### src/rtl/check_std_rv32i.sv
// Operand-check/issue stage for the rv32i pipeline: holds a decoded instruction one
// cycle, waits for register-file operand validity, then issues it with operands to exec.
module check_std_rv32i (
  input  logic        CLK,
  input  logic        RST,
  input  logic        FLUSH,
  input  logic        MEM_WAIT,
  input  logic        DECODE_VALID,
  input  logic [31:0] DECODE_PC,
  input  logic [6:0]  DECODE_OPCODE,
  input  logic [4:0]  DECODE_RD,
  input  logic [4:0]  DECODE_RS1,
  input  logic [4:0]  DECODE_RS2,
  input  logic [2:0]  DECODE_FUNCT3,
  input  logic [6:0]  DECODE_FUNCT7,
  input  logic [31:0] DECODE_IMM,
  input  logic        REG_A_RVALID,
  input  logic [31:0] REG_A_RDATA,
  input  logic        REG_B_RVALID,
  input  logic [31:0] REG_B_RDATA,
  output logic        STALL,
  output logic [4:0]  FWD_REG_ADDR,
  output logic        CHECK_VALID,
  output logic [31:0] CHECK_PC,
  output logic [6:0]  CHECK_OPCODE,
  output logic [4:0]  CHECK_RD,
  output logic [4:0]  CHECK_RS1,
  output logic [4:0]  CHECK_RS2,
  output logic [2:0]  CHECK_FUNCT3,
  output logic [6:0]  CHECK_FUNCT7,
  output logic [31:0] CHECK_IMM,
  output logic [31:0] CHECK_RS1_DATA,
  output logic [31:0] CHECK_RS2_DATA,
  output logic [31:0] STALL_CYCLES
);

  localparam logic [6:0] OP_LUI    = 7'b0110111;
  localparam logic [6:0] OP_AUIPC  = 7'b0010111;
  localparam logic [6:0] OP_JAL    = 7'b1101111;
  localparam logic [6:0] OP_OP     = 7'b0110011;
  localparam logic [6:0] OP_STORE  = 7'b0100011;
  localparam logic [6:0] OP_BRANCH = 7'b1100011;

  logic        h_valid;
  logic [31:0] h_pc;
  logic [6:0]  h_opcode;
  logic [4:0]  h_rd;
  logic [4:0]  h_rs1;
  logic [4:0]  h_rs2;
  logic [2:0]  h_funct3;
  logic [6:0]  h_funct7;
  logic [31:0] h_imm;

  logic use_rs1;
  logic use_rs2;
  logic writes_rd;

  // Operand usage is decoded from the held instruction, which the register file is reading for.
  always_comb begin
    use_rs1   = 1'b1;
    use_rs2   = 1'b0;
    writes_rd = (h_rd != 5'd0);
    case (h_opcode)
      OP_LUI, OP_AUIPC, OP_JAL: use_rs1 = 1'b0;
      OP_OP:                    use_rs2 = 1'b1;
      OP_STORE, OP_BRANCH: begin
        use_rs2   = 1'b1;
        writes_rd = 1'b0;
      end
      default: ;
    endcase
  end

  assign STALL        = h_valid & ((use_rs1 & ~REG_A_RVALID) | (use_rs2 & ~REG_B_RVALID));
  assign FWD_REG_ADDR = (h_valid & ~STALL & writes_rd) ? h_rd : 5'd0;

  always_ff @(posedge CLK) begin
    if (RST) begin
      h_valid        <= 1'b0;
      h_pc           <= 32'd0;
      h_opcode       <= 7'd0;
      h_rd           <= 5'd0;
      h_rs1          <= 5'd0;
      h_rs2          <= 5'd0;
      h_funct3       <= 3'd0;
      h_funct7       <= 7'd0;
      h_imm          <= 32'd0;
      CHECK_VALID    <= 1'b0;
      CHECK_PC       <= 32'd0;
      CHECK_OPCODE   <= 7'd0;
      CHECK_RD       <= 5'd0;
      CHECK_RS1      <= 5'd0;
      CHECK_RS2      <= 5'd0;
      CHECK_FUNCT3   <= 3'd0;
      CHECK_FUNCT7   <= 7'd0;
      CHECK_IMM      <= 32'd0;
      CHECK_RS1_DATA <= 32'd0;
      CHECK_RS2_DATA <= 32'd0;
      STALL_CYCLES   <= 32'd0;
    end else begin
      // The stall counter runs even through flush and memory-wait edges.
      if (STALL && STALL_CYCLES != 32'hFFFF_FFFF)
        STALL_CYCLES <= STALL_CYCLES + 32'd1;

      if (FLUSH) begin
        h_valid     <= 1'b0;
        CHECK_VALID <= 1'b0;
      end else if (MEM_WAIT) begin
        h_valid <= h_valid;
      end else if (STALL) begin
        CHECK_VALID <= 1'b0;
      end else begin
        CHECK_VALID    <= h_valid;
        CHECK_PC       <= h_pc;
        CHECK_OPCODE   <= h_opcode;
        CHECK_RD       <= h_rd;
        CHECK_RS1      <= h_rs1;
        CHECK_RS2      <= h_rs2;
        CHECK_FUNCT3   <= h_funct3;
        CHECK_FUNCT7   <= h_funct7;
        CHECK_IMM      <= h_imm;
        CHECK_RS1_DATA <= use_rs1 ? REG_A_RDATA : 32'd0;
        CHECK_RS2_DATA <= use_rs2 ? REG_B_RDATA : 32'd0;
        h_valid        <= DECODE_VALID;
        h_pc           <= DECODE_PC;
        h_opcode       <= DECODE_OPCODE;
        h_rd           <= DECODE_RD;
        h_rs1          <= DECODE_RS1;
        h_rs2          <= DECODE_RS2;
        h_funct3       <= DECODE_FUNCT3;
        h_funct7       <= DECODE_FUNCT7;
        h_imm          <= DECODE_IMM;
      end
    end
  end

endmodule

### config.mk
export PLATFORM = sky130hd
export DESIGN_NAME = check_std_rv32i
export DESIGN_NICKNAME = d
export VERILOG_FILES = /design/src/rtl/check_std_rv32i.sv
export SDC_FILE = /design/constraint.sdc
export NUM_CORES = 1
export LEC_CHECK = 0
export ABC_AREA = 1
export BUFFER_PORTS_ARGS = -buffer_cell sky130_fd_sc_hd__buf_2
export CORE_ASPECT_RATIO = 1.4
export CORE_MARGIN = 1.5
export CORE_UTILIZATION = 35
export CTS_CLUSTER_DIAMETER = 150
export DETAILED_ROUTE_END_ITERATION = 7
export GPL_TIMING_DRIVEN = 0
export PLACE_DENSITY = 0.6
export SETUP_SLACK_MARGIN = 0.4
export SYNTH_ARGS = -nofsm -noshare
export SYNTH_HDL_FRONTEND = slang
export SYNTH_SLANG_ARGS = --single-unit
export TNS_END_PERCENT = 50
### constraint.sdc
create_clock -name CLK -period 1.8 [get_ports CLK]
set_input_delay 0.54 -clock CLK [delete_from_list [all_inputs] [get_ports CLK]]
set_output_delay 0.54 -clock CLK [all_outputs]
set_load 0.01 [all_outputs]
### After elaboration in Yosys (flattened, before gate mapping)

Index checks and enable logic that the tools add are counted.

* bits of input ports: 167
* flip-flop bits (word level): 290

* equal/unequal tests: 7
* $add $sub $neg: 1
* mux-type cells: 7
* reduce and logical (&&, ||, !) cells: 8
* bitwise logic cells: 11

Operator list (count)
* $mux 32: 2
* $add 32x1->32 const B: 1
* $ne 32x32->1 const B: 1
* $eq 7x6->1 const B: 3
* $eq 7x7->1 const B: 2
* $eq 7x5->1 const B: 1
* $reduce_or 3->1: 2
* $and 1x1->1: 5
* $mux 5: 1
* $not 1->1: 5
* $reduce_bool 5->1: 1
* $mux 1: 4
* $reduce_or 2->1: 2
* $reduce_and 3->1: 1
* $reduce_and 2->1: 1
* $logic_and 1x1->1: 1
* $or 1x1->1: 1

### Longest topological paths before layout

Gate-level depths: netlist (run 1).

* depth after elaboration: 10
* depth in mapped cells: 12

### Worst setup path before layout (run 1)

OpenSTA, ideal clock, no wires.

* path type: flip-flop to output port
* start: register h_opcode[4]
* end: output FWD_REG_ADDR[0]
* data arrival time: 1.309 ns
* cell stages (with the launch flop): 8
* path buffers: 0
* path slack: -0.049 ns
* cell sequence: dfxtp_1 -> inv_1 -> o21bai_1 -> nand3_2 -> nand2_2 -> nand3_1 -> nand3b_1 -> nor2_1

* longest elaborated chain between the ends: 10

Ends and longest elaborated chain
* start: declaration: RTL line 46 `logic [6:0] h_opcode;`
* start signal: assignment: RTL line 81 `h_opcode <= 7'd0;`
* start signal: assignment: RTL line 126 `h_opcode <= DECODE_OPCODE;`
* $eq 7x6->1 (tied with other cells): RTL line 63 `case (h_opcode)`
* $reduce_or 3->1, on equally long branches
* $mux 1: RTL line 63
* $and 1x1->1: RTL line 74 `assign STALL = h_valid & ((use_rs1 & ~REG_A_RVALID) | (use_rs2 & ~REG_B_RVALID));`
* $or 1x1->1: RTL line 74
* $and 1x1->1: RTL line 74
* $not 1->1 (no line)
* $and 1x1->1: RTL line 75 `assign FWD_REG_ADDR = (h_valid & ~STALL & writes_rd) ? h_rd : 5'd0;`
* $and 1x1->1 (*): RTL line 75
* $mux 5 (*): RTL line 75
* end: declaration: RTL line 22 `output logic [4:0] FWD_REG_ADDR,`

Every way passes the cells marked *; elsewhere a longest branch is shown, timed or not.

### Worst setup path after layout (run 1)

* start: register h_opcode[0]
* end: output FWD_REG_ADDR[3]

Same word-level chain as after synthesis.

==> impl_metrics.env, run 1 <==
export IMPL_status="finished with violations"
export IMPL_violations="setup timing"
export IMPL_synth_net_count=1857
export IMPL_coreArea_sq_um=34030
export IMPL_insertion_delay_ns=0.56
export IMPL_fp_dieArea_sq_um=35640
export IMPL_gr_total_overflow=0
export IMPL_synth_seq_area_share=0.4807
export IMPL_routabilityCongestion=0.9133
export IMPL_dieHeight_um=222.8
export IMPL_r2r_cells=11
export IMPL_io_pins=366
export IMPL_fin_util=0.4715
export IMPL_cts_htree_levels=1
export IMPL_tightest_slew_ns=0.6238
export IMPL_viasPerCell=4.955
export IMPL_slowest_delay_ns=0.35
export IMPL_grt_max_degree=15
export IMPL_rsz0062_at_grt="true"
export IMPL_crit_end="FWD_REG_ADDR[3]"
export IMPL_vdd_drop_max_uv=682.4
export IMPL_cts_tree="done"
export IMPL_cp_start_kind="flop"
export IMPL_r2r_end="h_opcode[1]"
export IMPL_arrival_ns=1.98
export IMPL_grt_usage=0.2312
export IMPL_ys_warn_count=0
export IMPL_wl_um=42840
export IMPL_dpl_cell_count=2504
export IMPL_rr_startpoint="h_opcode[0]"
export IMPL_wl_per_cell_um=16.61
export IMPL_io_buffers=364
export IMPL_hold_depth=3
export IMPL_total_power_mw=14.49
export IMPL_ant_nets=0
export IMPL_ys_flop_type="dfxtp_1"
export IMPL_cts_sinks=290
export IMPL_r2r_slack_ns=-0.11
export IMPL_max_freq_mhz=396.8
export IMPL_fin_skew_ns=0.01523
export IMPL_areaGrowthSynthToFinish_pct=32.86
export IMPL_worstPathMaxFanout=5
export IMPL_clkSlewWorstSetupHoldPaths_ns=0.07
export IMPL_dp_hpwl_um=31790
export IMPL_critPathCaptureType="output port"
export IMPL_p_leak_nw=6.794
export IMPL_grt_antenna_before_repair=17
export IMPL_cp_startpoint="h_opcode[0]"
export IMPL_dr_first_iter_drc_count=703
export IMPL_drv_slew=0
export IMPL_crit_chain="nand2_2 -> nor2_4 -> nand3_4 -> nand2_4 -> nand3_2 -> nand3b_1 -> nor2_1 -> buf_2"
export IMPL_synth_distinct_cells=28
export IMPL_postSynthCellCount=1689
export IMPL_ctsLongestPathBuffers=3
export IMPL_initial_core_util=0.3549
export IMPL_p_per_area_nw_per_um2=902.9
export IMPL_grt_pass1_wl_um=65640
export IMPL_grt_pass1_vias=12159
export IMPL_async_flop_share=0
export IMPL_final_nets=2262
export IMPL_fin_crit_ns=2.520
export IMPL_vias=12783
export IMPL_remaining_drc_errors=0
export IMPL_worst_slack_ns=-0.7202
export IMPL_die_w_um=160.0
export IMPL_relSlewSlack=0.5841
export IMPL_stdcell_count=2580
export IMPL_slowest_stage="dfxtp_2"
export IMPL_synth_seq_cells=290
export IMPL_row_count=80
export IMPL_fin_crit_sh=1.400
export IMPL_synth_edf_count=0
export IMPL_numCtsBuffers=29
export IMPL_drive_gt1_frac=0.2680
export IMPL_min_path_type="primary input to flop"
export IMPL_fin_setup_tns_ns=-16.04
export IMPL_path_class="flop to output port"
export IMPL_netlist_area_sq_um=12080
export IMPL_avgSynthCellArea_sq_um=7.150
export IMPL_setup_viol=240
export IMPL_cap_violations=0
export IMPL_drtPass1Iterations=5
export IMPL_cts_root_buf="clkbuf_16"
export IMPL_cp_required_ns=1.26
export IMPL_hold_viol=0
[cell families (layout without fill, tap and decap cells)]
logic type,Yosys count,in the layout,synth area share
buffers and inverters,178,605,0.06372
other,0,13,0
XOR/XNOR,12,12,0.008703
AO/OA/AOI/OAI,295,295,0.1232
AND/OR/NAND/NOR,913,913,0.3226
flip-flops,290,290,0.4807
adder cells (fa/ha/maj),1,1,0.001036
[registers in the layout, indices dropped and copies added, names as in the netlist]
| name | cells |
|---|---|
| CHECK_IMM | 32 |
| CHECK_PC | 32 |
| CHECK_RS1_DATA | 32 |
| CHECK_RS2_DATA | 32 |
| STALL_CYCLES | 32 |
| h_imm | 32 |
| h_pc | 32 |
| CHECK_FUNCT7 | 7 |
| CHECK_OPCODE | 7 |
| h_funct7 | 7 |
| h_opcode | 7 |
| CHECK_RD | 5 |
| CHECK_RS1 | 5 |
| CHECK_RS2 | 5 |
| h_rd | 5 |
| h_rs1 | 5 |
| h_rs2 | 5 |
| CHECK_FUNCT3 | 3 |
| h_funct3 | 3 |
| CHECK_VALID | 1 |
| h_valid | 1 |
[what timing repair did]
| item | 4_1_cts | 5_1_grt |
|---|---|---|
| gates resized for setup | 49 | 92 |
| hold endpoints to repair | 0 | 0 |
| setup buffers | 7 | 3 |
| hold buffers | 0 | 0 |
| pin swaps | 7 | 8 |
| endpoints found under the setup margin | 488 | 488 |
[cell usage in the layout, fill, tap and decap left out, types with 29 or more instances in the layout]
master     netlist  final
clkbuf_16        0     29
a21oi_1        289    287
clkbuf_1        71     53
nand2_1        464    461
buf_4           11     36
buf_2           48    365
nand3_1        300    297
nor2_1         124    116
dfxtp_1        290    261
inv_1           40     38
[stage by stage]
| step | setup slack, ns | hold WS [ns] | cell area, sq um |
|---|---|---|---|
| final | -0.7202 | 0.2044 | 16050 |
| after global routing | -0.8394 | 0.1923 | 16040 |
| after CTS | -0.7159 | 0.1706 | 15780 |
| after detailed placement | -0.8622 | 0.4525 | 14600 |
| after global placement | -0.7931 | 0.4466 | 14600 |
| after floorplan | -0.01116 | 0.4407 | 12210 |
[how the worst min path moves through the flow]
stage,endpoint,startpoint
after floorplan,h_pc[0],h_pc[0]
after global placement,CHECK_PC[5],CHECK_PC[5]
after detailed placement,CHECK_IMM[8],CHECK_IMM[8]
after CTS,CHECK_RS1_DATA[9],REG_A_RDATA[9]
after global routing,h_valid,DECODE_VALID
final,CHECK_RS1_DATA[12],REG_A_RDATA[12]
[power by group]
group	switching (mW)	internal, mW	total, mW
registers	0.138	6.64	6.78
clock network	2.60	3.71	6.31
logic	0.835	0.565	1.40
total	3.57	10.9	14.5
[final cells by class]
| cell class | count | area (sq um) |
|---|---|---|
| Inverter | 41 | 156.4 |
| Tap cell | 451 | 564.3 |
| Multi-Input combinational cell | 1221 | 5663 |
| Buffer | 137 | 877.1 |
| Antenna cell | 13 | 32.53 |
| Clock buffer | 42 | 854.6 |
| Timing Repair Buffer | 374 | 1903 |
| Clock inverter | 11 | 135.1 |
| Sequential cell | 290 | 5859 |
| Fill cell | 3568 | 17990 |
[routing by layer]
metal,global-route usage,up-vias,share of wire
li1,-,6418,-
met1,0.2642,5902,0.40
met3,0.04331,78,0.059
met2,0.4222,377,0.51
met5,0,-,0.0011
met4,0.08954,8,0.034
[synth_stat cells, types with 2 or more instances]
library cell,count,area [sq um]
nand3_1,300,1501
a21oi_1,289,1446
nand3b_1,2,15.01
buf_4,11,82.58
buf_1,7,26.28
nor2_2,2,12.51
nand4_1,10,62.56
xnor2_1,4,35.03
o21bai_1,2,15.01
nand2_1,464,1742
xor2_1,8,70.07
nand2_2,2,12.51
dfxtp_1,290,5806
clkbuf_1,71,266.5
buf_2,48,240.2
inv_1,40,150.1
nand3_2,3,30.03
nand2_4,2,22.52
o21ai_0,2,10.01
nor2_1,124,465.5
[critical path, delay by kind of cell, from the launching register on]
family | cells | cell delay (ns)
buffers and inverters | 1 | 0.16
DFF | 1 | 0.35
and+or+nand+nor | 7 | 0.91
Note: power is estimated with default switching activity, not from simulation.
==> run 2, diff against run 1 <==
==> constraint.sdc (replaced) <==
create_clock -name CLK -period 1.8 [get_ports CLK]
set_input_delay 0.36 -clock CLK [delete_from_list [all_inputs] [get_ports CLK]]
set_output_delay 0.36 -clock CLK [all_outputs]
set_load 0.01 [all_outputs]
==> run 2 against run 1 <==
The flow still finishes with violations (setup timing). Die area did not move. First-iteration DRC count grew 15%. Hold slack worse by 0.17 ns. Critical endpoint unchanged. Combinational power is 63% higher. Utilization grew 14 points. Via count rose by 7.3%. Sequential power rose by 1%. Register-to-register slack got worse by 0.37 ns. Clock skew down 0.0050 ns.
==> impl_metrics.env, run 2 (synthesis gave the netlist of run 1 again) <==
export IMPL_hold_slack_ns=0.03225
export IMPL_fp_dieArea_sq_um=35640
export IMPL_gr_total_overflow=0
export IMPL_grt_pass1_vias=12786
export IMPL_vdd_drop_max_uv=681.6
export IMPL_drv_slew=0
export IMPL_cp_start_kind="flop"
export IMPL_drtPass1Iterations=7
export IMPL_viasPerCell=5.126
export IMPL_ctsLongestPathBuffers=3
export IMPL_tightest_slew_ns=0.8571
export IMPL_p_comb_frac=0.147
export IMPL_max_freq_mhz=429.3
export IMPL_drive_gt1_frac=0.4934
export IMPL_fin_setup_tns_ns=-112.88
export IMPL_die_w_um=160.0
export IMPL_cts_tree="done"
export IMPL_stdcell_count=2676
export IMPL_wl_um=49780
export IMPL_dieHeight_um=222.8
export IMPL_switching_share=0.2669
export IMPL_total_power_mw=15.55
export IMPL_areaGrowthSynthToFinish_pct=71.01
export IMPL_fin_util=0.6068
export IMPL_vias=13718
export IMPL_setup_viol=295
export IMPL_fin_crit_ns=2.329
export IMPL_cp_startpoint="h_opcode[2]"
export IMPL_placedInstanceArea_sq_um=14590
export IMPL_grt_max_degree=15
export IMPL_critPathCaptureType="output port"
export IMPL_dr_first_iter_drc_count=805
export IMPL_rsz0062_at_grt="true"
export IMPL_ant_nets=0
export IMPL_worstPathMaxFanout=5
export IMPL_dp_hpwl_um=31780
export IMPL_grt_antenna_before_repair=20
export IMPL_r2r_end="CHECK_IMM[12]"
export IMPL_coreArea_sq_um=34030
export IMPL_clkSlewWorstSetupHoldPaths_ns=0.06
export IMPL_clkPwrFrac=0.413
export IMPL_fin_crit_sh=1.294
export IMPL_p_sw_mw=4.149
export IMPL_seqPwrFrac=0.440
export IMPL_p_leak_nw=8.589
export IMPL_final_cell_mix="buf_2, nand2_1, dfxtp_1"
export IMPL_dpl_cell_count=2504
export IMPL_crit_end="FWD_REG_ADDR[3]"
export IMPL_status="finished with violations"
export IMPL_cts_root_buf="clkbuf_16"
export IMPL_grt_usage=0.2446
export IMPL_r2r_slack_ns=-0.48
export IMPL_numCtsBuffers=30
export IMPL_p_int_mw=11.40
export IMPL_io_pins=366
export IMPL_final_nets=2355
export IMPL_post_place_ws_ns=-0.7776
export IMPL_hp_start="REG_A_RDATA[9]"
export IMPL_rr_startpoint="h_opcode[1]"
export IMPL_io_buffers=364
export IMPL_hold_viol=0
export IMPL_fin_skew_ns=0.01025
export IMPL_cp_required_ns=1.44
export IMPL_mostFrequentLayoutCell="buf_2"
export IMPL_relSlewSlack=0.4286
export IMPL_postLayoutCellArea_sq_um=20650
export IMPL_cts_sinks=290
export IMPL_p_per_area_nw_per_um2=752.8
export IMPL_grt_pass1_wl_um=69140
export IMPL_violations="setup timing"
export IMPL_r2r_cells=15
export IMPL_wl_per_cell_um=18.60
export IMPL_cap_violations=0
export IMPL_insertion_delay_ns=0.57
export IMPL_worst_slack_ns=-0.5295
export IMPL_routabilityCongestion=0.9071
export IMPL_remaining_drc_errors=0
export IMPL_min_path_type="primary input to flop"
export IMPL_arrival_ns=1.97
export IMPL_cts_htree_levels=1
export IMPL_path_class="flop to output port"
export IMPL_initial_core_util=0.3549
export IMPL_row_count=80
## run 2: cell types whose count changed in the layout (fill, tap and decap cells not counted), sizes merged
cell,previous run,this run
buf,427,504
clkbuf,126,138
clkinv,6,12
dlygate4sd3,0,2
bufinv,3,2
clkinvlp,2,1
diode,13,14
## run 2: how the worst min path moves through the flow
stage	to	slack [ns]	depth (start not counted)
5_1_grt	h_pc[7]	0.03	3
4_1_cts	CHECK_RS1_DATA[4]	0.0009	3
3_5_place_dp	CHECK_IMM[10]	0.45	2
2_1_floorplan	h_pc[0]	0.44	2
6_report	CHECK_RS1_DATA[9]	0.03	3
3_3_place_gp	CHECK_PC[7]	0.45	2
## run 2: worst max-delay path: stages, from the launching register on
cell	delay (ns)
dfxtp_4	0.39
inv_1	0.08
nor2_4	0.11
nand3_4	0.10
nand2_4	0.09
nand3_4	0.06
nand3b_1	0.24
nor2_1	0.16
buf_2	0.16
## run 2: what timing repair did
action | 4_1_cts | 5_1_grt
pin swaps | 46 | 189
cloned | 22 | 27
buffers inserted | 29 | 22
setup endpoints to repair | 488 | 488
gates resized for setup | 258 | 577
endpoints found under the hold margin | 2 | 0
hold buffers | 2 | 0
## run 2: cell type report
type | instances | area (sq um)
repair buffers | 466 | 3817
clock inverters | 15 | 138.9
fillers | 2984 | 13380
clock buffers | 41 | 873.3
inverters | 41 | 156.4
plain buffers | 137 | 1235
well taps | 451 | 564.3
flip-flops and latches | 290 | 5846
diodes | 14 | 35.03
multi-input cells | 1221 | 7986
## run 2: power by group through the flow
stage	Combinational (mW)	Clock, mW	Sequential [mW]
3_3_place_gp	1.31	0	6.91
4_1_cts	1.69	6.54	6.78
6_report	2.28	6.42	6.85
2_1_floorplan	0.697	0	6.95
3_5_place_dp	1.33	0	6.92
5_1_grt	2.42	6.80	6.86
## run 2: layer usage
layer,wire length (um),track usage,part of all wire,up-vias
met4,2833,0.1342,0.057,12
met1,19070,0.2805,0.38,6441
met2,25130,0.4290,0.50,469
met3,2691,0.04331,0.054,160
li1,-,-,-,6636
met5,56,0,0.0011,-
==> run 3, diff against run 2 <==
--- a/config.mk
+++ b/config.mk
@@ -9,11 +9,11 @@
 export BUFFER_PORTS_ARGS = -buffer_cell sky130_fd_sc_hd__buf_2
 export CORE_ASPECT_RATIO = 1.4
 export CORE_MARGIN = 1.5
-export CORE_UTILIZATION = 35
+export CORE_UTILIZATION = 47
 export CTS_CLUSTER_DIAMETER = 150
 export DETAILED_ROUTE_END_ITERATION = 7
 export GPL_TIMING_DRIVEN = 0
-export PLACE_DENSITY = 0.6
+export PLACE_DENSITY = 0.77
 export SETUP_SLACK_MARGIN = 0.4
 export SYNTH_ARGS = -nofsm -noshare
 export SYNTH_HDL_FRONTEND = slang
==> run 3 against run 2 <==
The run still ends with setup timing left. Sequential power hardly changed. Cell count is 6.0% lower. Sequential cell count stayed put. Utilization is 19 points higher. Register-to-register slack better by 0.29 ns. Routed wire length is 3.2% higher. Die area is 25% lower. Setup slack better by 0.0084 ns. Global-route usage is 4.6 points higher. Clock-buffer cell count is 9 lower. Highest routed layer unchanged.
==> impl_metrics.env, run 3 (synthesis gave the netlist of run 1 again) <==
export IMPL_ant_nets=0
export IMPL_ctsLongestPathBuffers=3
export IMPL_coreArea_sq_um=25300
export IMPL_grt_pass1_vias=12313
export IMPL_cts_htree_levels=1
export IMPL_fin_crit_sh=1.289
export IMPL_fp_dieArea_sq_um=26680
export IMPL_final_nets=2326
export IMPL_cp_required_ns=1.44
export IMPL_setup_viol=292
export IMPL_final_cell_mix="nand2_1, buf_2, dfxtp_1"
export IMPL_fin_setup_tns_ns=-25.23
export IMPL_min_path_type="primary input to flop"
export IMPL_dieHeight_um=192.7
export IMPL_grt_pass1_wl_um=62970
export IMPL_p_per_area_nw_per_um2=774.0
export IMPL_relSlewSlack=0.3186
export IMPL_remaining_drc_errors=0
export IMPL_rsz0062_at_grt="true"
export IMPL_grt_antenna_before_repair=16
export IMPL_io_buffers=364
export IMPL_areaGrowthSynthToFinish_pct=67.45
export IMPL_drive_gt1_frac=0.5119
export IMPL_vdd_drop_max_uv=882.3
export IMPL_max_freq_mhz=430.8
export IMPL_io_pins=366
export IMPL_dr_first_iter_drc_count=1005
export IMPL_insertion_delay_ns=0.56
export IMPL_fin_skew_ns=0.01388
export IMPL_critPathCaptureType="output port"
export IMPL_cts_sinks=290
export IMPL_drtPass1Iterations=6
export IMPL_cts_tree="done"
export IMPL_wl_um=51350
export IMPL_arrival_ns=1.96
export IMPL_total_power_mw=15.65
export IMPL_viasPerCell=5.784
export IMPL_tightest_slew_ns=1.022
export IMPL_wl_per_cell_um=20.42
export IMPL_drv_slew=0
export IMPL_hold_viol=0
export IMPL_r2r_cells=15
export IMPL_vias=14547
export IMPL_clkSlewWorstSetupHoldPaths_ns=0.07
export IMPL_numCtsBuffers=28
export IMPL_gr_total_overflow=0
export IMPL_final_fill_count=1522
export IMPL_fin_crit_ns=2.321
export IMPL_path_class="flop to output port"
export IMPL_cp_start_kind="flop"
export IMPL_status="finished with violations"
export IMPL_p_leak_nw=7.969
export IMPL_worstPathMaxFanout=8
export IMPL_die_w_um=138.5
export IMPL_grt_usage=0.2902
export IMPL_mostFrequentLayoutCell="nand2_1"
export IMPL_cts_root_buf="clkbuf_16"
export IMPL_violations="setup timing"
export IMPL_initial_core_util=0.4774
export IMPL_cap_violations=0
export IMPL_hold_depth=3
export IMPL_worst_slack_ns=-0.5211
export IMPL_grt_max_degree=16
export IMPL_routabilityCongestion=0.9489
export IMPL_dp_hpwl_um=29280
export IMPL_row_count=69
## run 3: changes by cell type in the layout (fill, tap and decap cells not counted), sizes merged
| cell | change |
|---|---|
| diode | +2 |
| bufinv | +5 |
| clkinv | -5 |
| buf | -37 |
| dlygate4sd3 | -1 |
| clkbuf | +2 |
| clkinvlp | +4 |
| inv | +1 |
## run 3: what timing repair did
action,in CTS,in global routing
buffers inserted,12,20
pin swaps,34,215
gates cloned,5,37
hold buffers,1,0
endpoints found under the hold margin,1,0
endpoints found under the setup margin,401,459
resized for setup,163,669
## run 3: critical path, stage by stage (launching register included)
cell      delay [ns]
dfxtp_4         0.38
o21bai_4        0.18
nand3_4         0.08
nand2_4         0.06
buf_4           0.13
buf_6           0.13
a21oi_4         0.18
buf_6           0.16
buf_6           0.10
## run 3: final timing paths
check,end,slack [ns],startpoint
hold / removal,CHECK_RS1_DATA[4],0.04,REG_A_RDATA[4]
setup / recovery,STALL,-0.52,h_opcode[6]
setup reg to reg,CHECK_RS1_DATA[2],-0.19,h_opcode[4]
hold reg to reg,CHECK_OPCODE[5],0.46,CHECK_OPCODE[5]
## run 3: power breakdown
part           leakage, nW  internal, mW  switching (mW)
combinational         5.09         0.885            1.20
sequential            2.38          6.64           0.196
clock                0.499          3.99            2.73
total                 7.97          11.5            4.13
## run 3: metal layers
layer,global-route usage,wire length (um),part of all wire,up-vias
met5,0,37,0.00072,-
met4,0.1656,3782,0.074,8
met3,0.04591,3629,0.071,251
met2,0.5105,25820,0.50,838
met1,0.3364,18080,0.35,6883
li1,-,-,-,6567
## run 3: metrics by stage
step                      instance area [sq um]  hold slack [ns]  instances  utilization  setup WS, ns
final                                     20220          0.04348       2515       0.7994       -0.5211
after global routing                      20200          0.03600       2508       0.7987       -0.6276
after CTS                                 16220          0.02795       2442       0.6411       -0.4886
after detailed placement                  14430           0.4502       2372       0.5703       -0.5945
after global placement                    14430           0.4465       2372       0.5703       -0.5986
after floorplan                           12210           0.4407       1689            -        0.1801
## run 3: layout make-up
cell class | instances | area, sq um | share of cell area
sequential | 290 | 5863 | 0.2899
antenna | 16 | 40.04 | 0.001980
timing repair buffer | 439 | 3191 | 0.1578
clock buffer | 32 | 747.0 | 0.03694
inverter | 41 | 156.4 | 0.007734
buffer | 137 | 1226 | 0.06064
clock inverter | 20 | 291.5 | 0.01442
multi-input combinational | 1221 | 8308 | 0.4108
tap | 319 | 399.1 | 0.01974
